### src/rtl/axi_pkg.sv
// rtl/axi_pkg.sv - shared AXI types and default widths for the write default slave
package axi_pkg;

  localparam int unsigned AXI_ID_WIDTH   = 8;
  localparam int unsigned AXI_ADDR_WIDTH = 32;
  localparam int unsigned AXI_DATA_WIDTH = 32;
  localparam int unsigned AXI_LEN_WIDTH  = 4;

  typedef enum logic [1:0] {
    OKAY   = 2'b00,
    EXOKAY = 2'b01,
    SLVERR = 2'b10,
    DECERR = 2'b11
  } resp_t;

  typedef enum logic [1:0] {
    IDLE = 2'b00,
    DATA = 2'b01,
    RESP = 2'b10
  } dsw_state_t;

endpackage

### src/rtl/axi_dsw_errlog.sv
// rtl/axi_dsw_errlog.sv - DECERR counter, last unmapped address and beat-count mismatch flag
module axi_dsw_errlog
  import axi_pkg::*;
#(
  parameter int unsigned ADDR_WIDTH = AXI_ADDR_WIDTH,
  parameter int unsigned LEN_WIDTH  = AXI_LEN_WIDTH
) (
  input  logic                  clk_i,
  input  logic                  rstn_i,
  input  logic                  aw_hs_i,
  input  logic [ADDR_WIDTH-1:0] aw_addr_i,
  input  logic                  wlast_hs_i,
  input  logic [LEN_WIDTH:0]    beat_cnt_i,
  input  logic [LEN_WIDTH-1:0]  awlen_i,
  input  logic                  b_hs_i,
  output logic [15:0]           err_cnt_o,
  output logic [ADDR_WIDTH-1:0] err_addr_o,
  output logic                  len_mismatch_o
);

  logic [15:0]           err_cnt_q, err_cnt_d;
  logic [ADDR_WIDTH-1:0] err_addr_q, err_addr_d;
  logic                  len_mismatch_q, len_mismatch_d;
  logic [LEN_WIDTH:0]    beats_expected;

  assign beats_expected = {1'b0, awlen_i} + 1'b1;

  always_comb begin
    err_cnt_d      = err_cnt_q;
    err_addr_d     = err_addr_q;
    len_mismatch_d = len_mismatch_q;
    if (b_hs_i && (err_cnt_q != 16'hFFFF)) err_cnt_d = err_cnt_q + 16'd1;
    if (aw_hs_i) err_addr_d = aw_addr_i;
    if (wlast_hs_i && (beat_cnt_i != beats_expected)) len_mismatch_d = 1'b1;
  end

  always_ff @(posedge clk_i) begin
    if (!rstn_i) begin
      err_cnt_q      <= '0;
      err_addr_q     <= '0;
      len_mismatch_q <= 1'b0;
    end else begin
      err_cnt_q      <= err_cnt_d;
      err_addr_q     <= err_addr_d;
      len_mismatch_q <= len_mismatch_d;
    end
  end

  assign err_cnt_o      = err_cnt_q;
  assign err_addr_o     = err_addr_q;
  assign len_mismatch_o = len_mismatch_q;

endmodule

### src/rtl/axi_default_slave_w.sv
// rtl/axi_default_slave_w.sv - write-channel default slave answering unmapped AW/W with DECERR
// Optional error log ports: AXI_DSW_ERRLOG_EN
module axi_default_slave_w
  import axi_pkg::*;
#(
  parameter int unsigned ID_WIDTH   = AXI_ID_WIDTH,
  parameter int unsigned ADDR_WIDTH = AXI_ADDR_WIDTH,
  parameter int unsigned DATA_WIDTH = AXI_DATA_WIDTH,
  parameter int unsigned LEN_WIDTH  = AXI_LEN_WIDTH
) (
  input  logic                    ACLK,
  input  logic                    ARESETn,
  input  logic [ID_WIDTH-1:0]     AWID_S,
  input  logic [ADDR_WIDTH-1:0]   AWADDR_S,
  input  logic [LEN_WIDTH-1:0]    AWLEN_S,
  input  logic [2:0]              AWSIZE_S,
  input  logic [1:0]              AWBURST_S,
  input  logic                    AWVALID_S,
  output logic                    AWREADY_S,
  input  logic [DATA_WIDTH-1:0]   WDATA_S,
  input  logic [DATA_WIDTH/8-1:0] WSTRB_S,
  input  logic                    WLAST_S,
  input  logic                    WVALID_S,
  output logic                    WREADY_S,
  output logic [ID_WIDTH-1:0]     BID_S,
  output logic [1:0]              BRESP_S,
  output logic                    BVALID_S,
`ifdef AXI_DSW_ERRLOG_EN
  input  logic                    BREADY_S,
  output logic [15:0]             ERR_CNT,
  output logic [ADDR_WIDTH-1:0]   ERR_ADDR,
  output logic                    LEN_MISMATCH
`else
  input  logic                    BREADY_S
`endif
);

  localparam logic [LEN_WIDTH:0] BEAT_MAX = {1'b1, {LEN_WIDTH{1'b0}}};

  dsw_state_t           state_q, state_d;
  logic                 awready_q, awready_d;
  logic                 wready_q, wready_d;
  logic                 bvalid_q, bvalid_d;
  logic [ID_WIDTH-1:0]  id_q, id_d;
  logic [ID_WIDTH-1:0]  bid_q, bid_d;
  resp_t                bresp_q, bresp_d;
  logic [LEN_WIDTH-1:0] len_q, len_d;
  logic [LEN_WIDTH:0]   beat_cnt_q, beat_cnt_d;
  logic                 aw_hs, w_hs, wlast_hs, b_hs;

  assign aw_hs    = AWVALID_S && awready_q && (state_q == IDLE);
  assign w_hs     = WVALID_S && wready_q && (state_q == DATA);
  assign wlast_hs = w_hs && WLAST_S;
  assign b_hs     = BVALID_S && BREADY_S && (state_q == RESP);

  always_comb begin
    state_d    = state_q;
    awready_d  = awready_q;
    wready_d   = wready_q;
    bvalid_d   = bvalid_q;
    id_d       = id_q;
    bid_d      = bid_q;
    bresp_d    = bresp_q;
    len_d      = len_q;
    beat_cnt_d = beat_cnt_q;
    unique case (state_q)
      IDLE: begin
        awready_d = 1'b1;
        if (aw_hs) begin
          id_d       = AWID_S;
          len_d      = AWLEN_S;
          beat_cnt_d = '0;
          awready_d  = 1'b0;
          wready_d   = 1'b1;
          state_d    = DATA;
        end
      end
      DATA: begin
        if (w_hs) begin
          beat_cnt_d = (beat_cnt_q == BEAT_MAX) ? BEAT_MAX : beat_cnt_q + 1'b1;
        end
        // Only WLAST ends the burst; a wrong beat count is tolerated.
        if (wlast_hs) begin
          wready_d = 1'b0;
          bvalid_d = 1'b1;
          bresp_d  = DECERR;
          bid_d    = id_q;
          state_d  = RESP;
        end
      end
      RESP: begin
        if (b_hs) begin
          bvalid_d  = 1'b0;
          bresp_d   = OKAY;
          bid_d     = '0;
          awready_d = 1'b1;
          state_d   = IDLE;
        end
      end
      default: state_d = IDLE;
    endcase
  end

  always_ff @(posedge ACLK) begin
    if (!ARESETn) begin
      state_q    <= IDLE;
      awready_q  <= 1'b0;
      wready_q   <= 1'b0;
      bvalid_q   <= 1'b0;
      id_q       <= '0;
      bid_q      <= '0;
      bresp_q    <= OKAY;
      len_q      <= '0;
      beat_cnt_q <= '0;
    end else begin
      state_q    <= state_d;
      awready_q  <= awready_d;
      wready_q   <= wready_d;
      bvalid_q   <= bvalid_d;
      id_q       <= id_d;
      bid_q      <= bid_d;
      bresp_q    <= bresp_d;
      len_q      <= len_d;
      beat_cnt_q <= beat_cnt_d;
    end
  end

  assign AWREADY_S = awready_q;
  assign WREADY_S  = wready_q;
  assign BVALID_S  = bvalid_q;
  assign BID_S     = bid_q;
  assign BRESP_S   = bresp_q;

  logic unused_inputs;
  assign unused_inputs = ^{AWSIZE_S, AWBURST_S, WDATA_S, WSTRB_S};

`ifdef AXI_DSW_ERRLOG_EN
  axi_dsw_errlog #(
    .ADDR_WIDTH(ADDR_WIDTH),
    .LEN_WIDTH (LEN_WIDTH)
  ) u_errlog (
    .clk_i         (ACLK),
    .rstn_i        (ARESETn),
    .aw_hs_i       (aw_hs),
    .aw_addr_i     (AWADDR_S),
    .wlast_hs_i    (wlast_hs),
    .beat_cnt_i    (beat_cnt_d),
    .awlen_i       (len_q),
    .b_hs_i        (b_hs),
    .err_cnt_o     (ERR_CNT),
    .err_addr_o    (ERR_ADDR),
    .len_mismatch_o(LEN_MISMATCH)
  );
`else
  logic unused_errlog;
  assign unused_errlog = ^{AWADDR_S, len_q};
`endif

endmodule

### config.mk
export PLATFORM = sky130hd
export DESIGN_NAME = axi_default_slave_w
export DESIGN_NICKNAME = d
export VERILOG_FILES = /design/src/rtl/axi_pkg.sv /design/src/rtl/axi_dsw_errlog.sv /design/src/rtl/axi_default_slave_w.sv
export SDC_FILE = /design/constraint.sdc
export NUM_CORES = 1
export LEC_CHECK = 0
export BUFFER_PORTS_ARGS = -buffer_cell sky130_fd_sc_hd__buf_4
export CORE_MARGIN = 10
export CORE_UTILIZATION = 33
export CTS_BUF_LIST = sky130_fd_sc_hd__clkbuf_16
export DETAILED_ROUTE_END_ITERATION = 16
export HOLD_SLACK_MARGIN = 0.08
export PLACE_DENSITY = 0.83
export SKIP_LAST_GASP = 1
export SLEW_MARGIN = 20
export SYNTH_ARGS = -nofsm -noshare
export SYNTH_HDL_FRONTEND = slang
export SYNTH_SLANG_ARGS = --single-unit
### constraint.sdc
create_clock -name ACLK -period 3.7 [get_ports ACLK]
set_input_delay 0.555 -clock ACLK [delete_from_list [all_inputs] [get_ports ACLK]]
set_output_delay 0.555 -clock ACLK [all_outputs]
set_load 0.05 [all_outputs]
==> results.py, run 1 <==
metrics = {
    "global_routing": {
        "grtUsageTotal": 0.0797,
        "overflow": 0,
        "grt_max_degree": 23,
        "grt_pass1_vias": 605,
        "antenna_found_initial": 0,
        "grt_pass1_wl_mm": 3.10,
    },
    "synthesis": {
        "yosysWarningCount": 0,
        "synth-seq-area-share": 0.519,
        "synth-edff-count": 0,
        "yosys_register_bits": 21,
        "synth_top_area_cell": "dfxtp_1",
        "netlist_area_sq_um": 810,
        "netlist_instances": 77,
        "synth.top_cell.area_share": 0.519,
        "synth_area_leaders": "dfxtp_1, mux2i_1, a22o_1",
        "yosysUniqueCellTypes": 22,
        "syn_avg_cell_area_sq_um": 10.5,
        "synth_nets": 168,
        "ys.flop_type": "dfxtp_1",
        "async_reset_ff_frac": 0,
    },
    "route": {
        "drc": 0,
        "drt-pass1-iter-count": 4,
        "routed_wl_mm": 1.95,
        "wl_per_cell_um": 15.2,
        "drt_iter0_markers": 18,
        "vias": 644,
        "avgViaCountPerCell": 5.03,
        "ant_nets": 0,
    },
    "setup_path": {
        "cp.required_ns": 3.89,
        "slowest_stage": "nor2b_1",
        "cp.arrival_ns": 1.71,
        "cpPeakStageDelay_ns": 0.49,
        "critPathKind": "reg -> reg",
        "cp-start-kind": "flop",
        "end_kind": "flop",
        "crit_fanout": 9,
        "path_cells": "and4bb_1 -> nor2b_1 -> a22o_1",
    },
    "timing": {
        "finalHoldViolCount": 0,
        "setup_slack_ns": 2.18,
        "fin_crit_ns": 1.52,
        "setup_tns_ns": 0,
        "slew_viol_final": 0,
        "setup-violations-final": 0,
        "fmax_mhz": 658,
        "fin_crit_sh": 0.411,
        "slew_headroom": 0.600,
        "finalClockSkew_ns": 0.00289,
        "worstMarginPinSlew_ns": 0.599,
        "rsz0062_at_grt": "no",
    },
    "clocking": {
        "root_buffer": "clkbuf_16",
        "cts.sink_count": 21,
        "post-cts-setup-buffer-count": 0,
        "numCtsBuffers": 3,
        "htree_levels": 1,
        "cts_resized": 0,
        "cts_hold_buf": 0,
        "clock_latency_ns": 0.25,
        "clk_path_buf_depth": 2,
        "tritoncts": "yes",
        "cts.clk_slew.worst_paths_ns": 0.06,
    },
    "placement": {
        "place.gp.congestion": 0.703,
        "post-place-ws_ns": 1.99,
        "port_buffers": 26,
    },
    "finish": {
        "multiInputGateArea_sq_um": 335,
        "drive_gt1_frac": 0.300,
        "fillCellCount": 200,
        "diodes": 0,
        "register_area_sq_um": 420,
        "fin_util": 0.470,
        "area_growth_pct": 32.1,
        "nets": 192,
    },
    "die": {
        "die_w_um": 69.5,
        "die_h_um": 69.5,
        "fp-row-count": 17,
        "die-area_sq_mm": 0.00483,
        "io_pins": 104,
        "initial_core_util": 0.356,
        "coreArea_sq_mm": 0.00228,
    },
    "hold_path": {
        "hp-class": "reg -> reg",
    },
    "power": {
        "power.density_mw_per_mm2": 479,
        "p_leak_nw": 0.504,
        "peakVddDrop_mv": 0.240,
    },
    "job": {
        "maxCapViolCount": 0,
    },
    "run_status": {
        "status": "complete, no violations",
    },
}
-- layer usage --
metal	global-route usage	share of wire	vias to the layer above
li1	-	-	319
met1	0.0805	0.42	297
met2	0.133	0.49	23
met3	0.0257	0.064	5
met4	0.0599	0.030	0
met5	0	0	-
-- layout by cell type, fill, tap and decap left out, drive strengths merged --
cell / count
nand3b: 1
a41o: 1
buf: 26
nand4b: 1
nor2b: 1
a21oi: 1
o21a: 1
clkbuf: 3
and2: 1
and4bb: 1
a22o: 8
clkinv: 1
mux2i: 8
o211a: 1
nand2: 10
inv: 1
o21ai: 1
a21boi: 2
nand3: 9
dfxtp: 21
or3b: 1
-- final timing paths --
path         startpoint       end  slack, ns  cells past startpoint
max          state_q[1]   id_q[4]       2.18                      3
min             id_q[0]  BID_S[0]       0.46                      2
max reg2reg  state_q[1]   id_q[4]       2.18                      3
min reg2reg     id_q[0]  BID_S[0]       0.46                      2
-- Yosys cell counts (2+ instances only) --
cell type  number
buf_4           2
a21boi_0        2
dfxtp_1        21
clkbuf_1        2
mux2i_1         8
nand2_1        10
buf_6           2
a22o_1          8
nand3_1         9
-- where the power goes --
part           switching (mW)  internal, mW  leakage [nW]  total (mW)
clock                  0.0820         0.145        0.0409       0.227
combinational          0.0233        0.0210         0.292      0.0443
sequential            0.00609         0.235         0.171       0.241
total                   0.111         0.401         0.504       0.512
-- stage by stage --
| step | instances | cell area (sq um) | hold WS [ns] | total power [mW] |
|---|---|---|---|---|
| after detailed placement | 124 | 990 | 0.452 | 0.291 |
| after floorplan | 77 | 810 | 0.435 | 0.272 |
| final | 128 | 1070 | 0.461 | 0.512 |
| after global routing | 128 | 1070 | 0.475 | 0.532 |
| after CTS | 128 | 1070 | 0.459 | 0.517 |
| after global placement | 124 | 990 | 0.446 | 0.289 |
-- cells by family (layout without fill, tap and decap cells) --
group,after synthesis,in the layout,synth area share
and+or+nand+nor,25,25,0.164
buffers and inverters,8,31,0.0664
DFF,21,21,0.519
AOI/OAI and AO/OA,15,15,0.151
muxes,8,8,0.0989
-- sequential cells by signal, summed over array words and instances (netlist names) --
| signal | flops |
|---|---|
| BID_S | 8 |
| id_q | 8 |
| state_q | 2 |
| AWREADY_S | 1 |
| BRESP_S | 1 |
| WREADY_S | 1 |
-- cell type report --
type,count,area share
flip-flops and latches,21,0.393
clock inverters,1,0.00468
well taps,28,0.0327
clock buffers,3,0.0702
multi-input cells,48,0.313
repair buffers,26,0.182
inverters,1,0.00351
-- worst max-delay path, delay by kind of cell (launching register included) --
family | cells | cell delay [ns]
flops | 1 | 0.43
compound gates | 1 | 0.26
simple gates | 2 | 0.77
Note: power is estimated with default switching activity, not from simulation.
==> run 2, diff against run 1 <==
--- a/config.mk
+++ b/config.mk
@@ -5,13 +5,14 @@
 export SDC_FILE = /design/constraint.sdc
 export NUM_CORES = 1
 export LEC_CHECK = 0
+export ABC_AREA = 1
 export BUFFER_PORTS_ARGS = -buffer_cell sky130_fd_sc_hd__buf_4
 export CORE_MARGIN = 10
-export CORE_UTILIZATION = 33
+export CORE_UTILIZATION = 28
 export CTS_BUF_LIST = sky130_fd_sc_hd__clkbuf_16
 export DETAILED_ROUTE_END_ITERATION = 16
 export HOLD_SLACK_MARGIN = 0.08
-export PLACE_DENSITY = 0.83
+export PLACE_DENSITY = 0.75
 export SKIP_LAST_GASP = 1
 export SLEW_MARGIN = 20
 export SYNTH_ARGS = -nofsm -noshare
==> constraint.sdc (replaced) <==
create_clock -name ACLK -period 1.37 [get_ports ACLK]
set_input_delay 0.2055 -clock ACLK [delete_from_list [all_inputs] [get_ports ACLK]]
set_output_delay 0.2055 -clock ACLK [all_outputs]
set_load 0.05 [all_outputs]
==> run 2 against run 1 <==
Compared with the run above:
- global-route usage decreased by 0.96 points
- register-to-register slack worse by 2.0 ns
- critical path depth is 2 higher
- utilization decreased by 7.8 points
- sequential share of layout area decreased by 0.36 points
- clock-buffer cell count did not move
- combinational power rose to 3.1 times the previous value
- largest cell class unchanged
- die area is 13% higher
==> results.py, run 2 <==
metrics = {
    "timing": {
        "slew_viol_final": 0,
        "finalHoldViolCount": 0,
        "setup_tns_ns": 0,
        "worstMarginPinSlew_ns": 0.359,
        "finalClockSkew_ns": 0.00139,
        "setup_slack_ns": 0.223,
        "fin_crit_ns": 1.15,
        "rsz0062_at_grt": "no",
        "slew_headroom": 0.761,
        "fmax_mhz": 871,
        "fin_crit_sh": 0.838,
        "setup-violations-final": 0,
    },
    "die": {
        "die_h_um": 73.9,
        "die-area_sq_mm": 0.00547,
        "initial_core_util": 0.295,
        "coreArea_sq_mm": 0.00276,
        "io_pins": 104,
        "die_w_um": 73.9,
        "fp-row-count": 19,
    },
    "clocking": {
        "cts_resized": 0,
        "clock_latency_ns": 0.25,
        "root_buffer": "clkbuf_16",
        "cts.sink_count": 21,
        "cts.clk_slew.worst_paths_ns": 0.06,
        "cts_hold_buf": 0,
        "numCtsBuffers": 3,
        "tritoncts": "yes",
        "htree_levels": 1,
        "clk_path_buf_depth": 2,
        "post-cts-setup-buffer-count": 0,
    },
    "placement": {
        "place.gp.congestion": 0.713,
        "post-place-ws_ns": 0.229,
        "port_buffers": 26,
        "place_area_sq_mm": 0.00100,
        "hpwl_mm": 1.48,
    },
    "synthesis": {
        "synth_compound_area_frac": 0.123,
        "synthAdderAreaFrac": 0,
        "synthSimpleGateAreaFrac": 0.275,
        "synth-seq-area-share": 0.516,
        "synth_top_family_by_area": "simple AND/OR/NAND/NOR gates",
        "synth_nets": 194,
        "synth_top_area_cell": "dfxtp_1",
        "synth_area_leaders": "dfxtp_1, nor2_1, a21oi_1",
        "yosysWarningCount": 0,
        "synth-edff-count": 0,
        "syn_avg_cell_area_sq_um": 7.91,
        "muxShareOfSynthArea": 0,
        "yosysUniqueCellTypes": 17,
        "synthTopCellsByCount": "dfxtp_1, nor2_1, nand2_1, a21oi_1, nand3_1",
        "netlist_instances": 103,
        "netlist_area_sq_um": 815,
        "async_reset_ff_frac": 0,
        "yosys_register_bits": 21,
        "synth-xor-area-share": 0,
        "ys.flop_type": "dfxtp_1",
        "synth.top_cell.area_share": 0.516,
    },
    "setup_path": {
        "cp.arrival_ns": 1.33,
        "r2r_end": "WREADY_S",
        "reg2reg_from": "state_q[0]",
        "end_kind": "flop",
        "ff2ff_path_depth": 5,
        "critPathKind": "reg -> reg",
        "r2r_slack_ns": 0.22,
        "cp.required_ns": 1.55,
        "crit_fanout": 11,
        "cp-start-kind": "flop",
    },
    "route": {
        "routed_wl_mm": 1.87,
        "drc": 0,
        "wl_per_cell_um": 11.8,
        "drt_iter0_markers": 30,
        "drt-pass1-iter-count": 4,
        "ant_nets": 0,
        "vias": 725,
        "avgViaCountPerCell": 4.59,
    },
    "power": {
        "p_leak_nw": 0.461,
        "power.density_mw_per_mm2": 1290,
        "peakVddDrop_mv": 0.694,
    },
    "global_routing": {
        "grtUsageTotal": 0.0701,
        "grt_max_degree": 13,
        "grt_pass1_vias": 736,
        "grt_pass1_wl_mm": 3.15,
        "overflow": 0,
        "antenna_found_initial": 0,
    },
    "hold_path": {
        "min_to": "id_q[7]",
        "min_path_cells": 3,
        "hp-start": "AWID_S[7]",
        "hp-class": "in -> reg",
    },
    "finish": {
        "layout_common_cells": "buf_4, dfxtp_1, nor2_1",
        "nets": 219,
        "diodes": 0,
        "final_common_cell": "buf_4",
        "final_cell_area_sq_mm": 0.00108,
        "area_growth_pct": 32.6,
        "drive_gt1_frac": 0.283,
    },
    "job": {
        "maxCapViolCount": 0,
    },
    "run_status": {
        "status": "complete, no violations",
    },
}
-- run 2: cell types whose count changed after synthesis, sizes merged, moves of 2 or more --
cell | before | now
inv | 1 | 6
mux2i | 8 | 0
a21oi | 1 | 12
a22o | 8 | 0
a21boi | 2 | 0
nand2 | 10 | 17
nor2 | 0 | 22
o21ai | 1 | 8
-- run 2: worst max-delay path by stage --
| stage | start | to | slack [ns] | depth (start not counted) |
|---|---|---|---|---|
| 6_report | state_q[0] | WREADY_S | 0.22 | 5 |
| 5_1_grt | state_q[0] | WREADY_S | 0.007 | 5 |
| 4_1_cts | state_q[0] | id_q[6] | 0.21 | 5 |
| 3_5_place_dp | state_q[0] | id_q[6] | 0.23 | 5 |
| 3_3_place_gp | state_q[0] | id_q[6] | 0.28 | 5 |
| 2_1_floorplan | WREADY_S | WREADY_S | 0.06 | 6 |
-- run 2: per-stage QoR --
step | utilization | power [mW] | instances | hold slack (ns)
after CTS | 0.392 | 1.39 | 158 | 0.197
final | 0.392 | 1.39 | 158 | 0.196
after global routing | 0.392 | 1.44 | 158 | 0.228
after floorplan | - | 0.759 | 103 | 0.351
after detailed placement | 0.363 | 0.807 | 154 | 0.450
after global placement | 0.363 | 0.802 | 154 | 0.446
-- run 2: critical path, stage by stage, from the launching register on --
cell     delay (ns)
dfxtp_1        0.33
nor2_1         0.19
nand3_2        0.21
inv_2          0.20
a21oi_1        0.06
nor2_1         0.09
-- run 2: routing by layer --
layer | global-route usage | part of all wire | wire [um] | vias to the layer above
li1 | - | - | - | 379
met1 | 0.0741 | 0.44 | 815 | 325
met2 | 0.116 | 0.44 | 814 | 19
met3 | 0.0346 | 0.11 | 204 | 2
met4 | 0.0311 | 0.017 | 31 | 0
met5 | 0 | 0 | 0 | -
-- run 2: layout make-up --
class                           instances  area (sq um)
Clock buffer                            3          75.1
Clock inverter                          1          3.75
Fill cell                             275          1680
Inverter                                6          22.5
Multi-Input combinational cell         70           324
Sequential cell                        21           420
Tap cell                               31          38.8
Timing Repair Buffer                   26           195
-- run 2: power by group --
| group | switching [mW] | leakage (nW) | internal [mW] | total (mW) |
|---|---|---|---|---|
| Clock | 0.208 | 0.0423 | 0.388 | 0.596 |
| Sequential | 0.0169 | 0.171 | 0.639 | 0.656 |
| Combinational | 0.0797 | 0.248 | 0.0559 | 0.136 |
| Total | 0.305 | 0.461 | 1.08 | 1.39 |
-- run 2: kinds of logic (layout without fill, tap and decap cells) --
| family | after synthesis | in the layout |
|---|---|---|
| AOI/OAI and AO/OA | 20 | 20 |
| buffers and inverters | 12 | 36 |
| DFF | 21 | 21 |
| and+or+nand+nor | 50 | 50 |
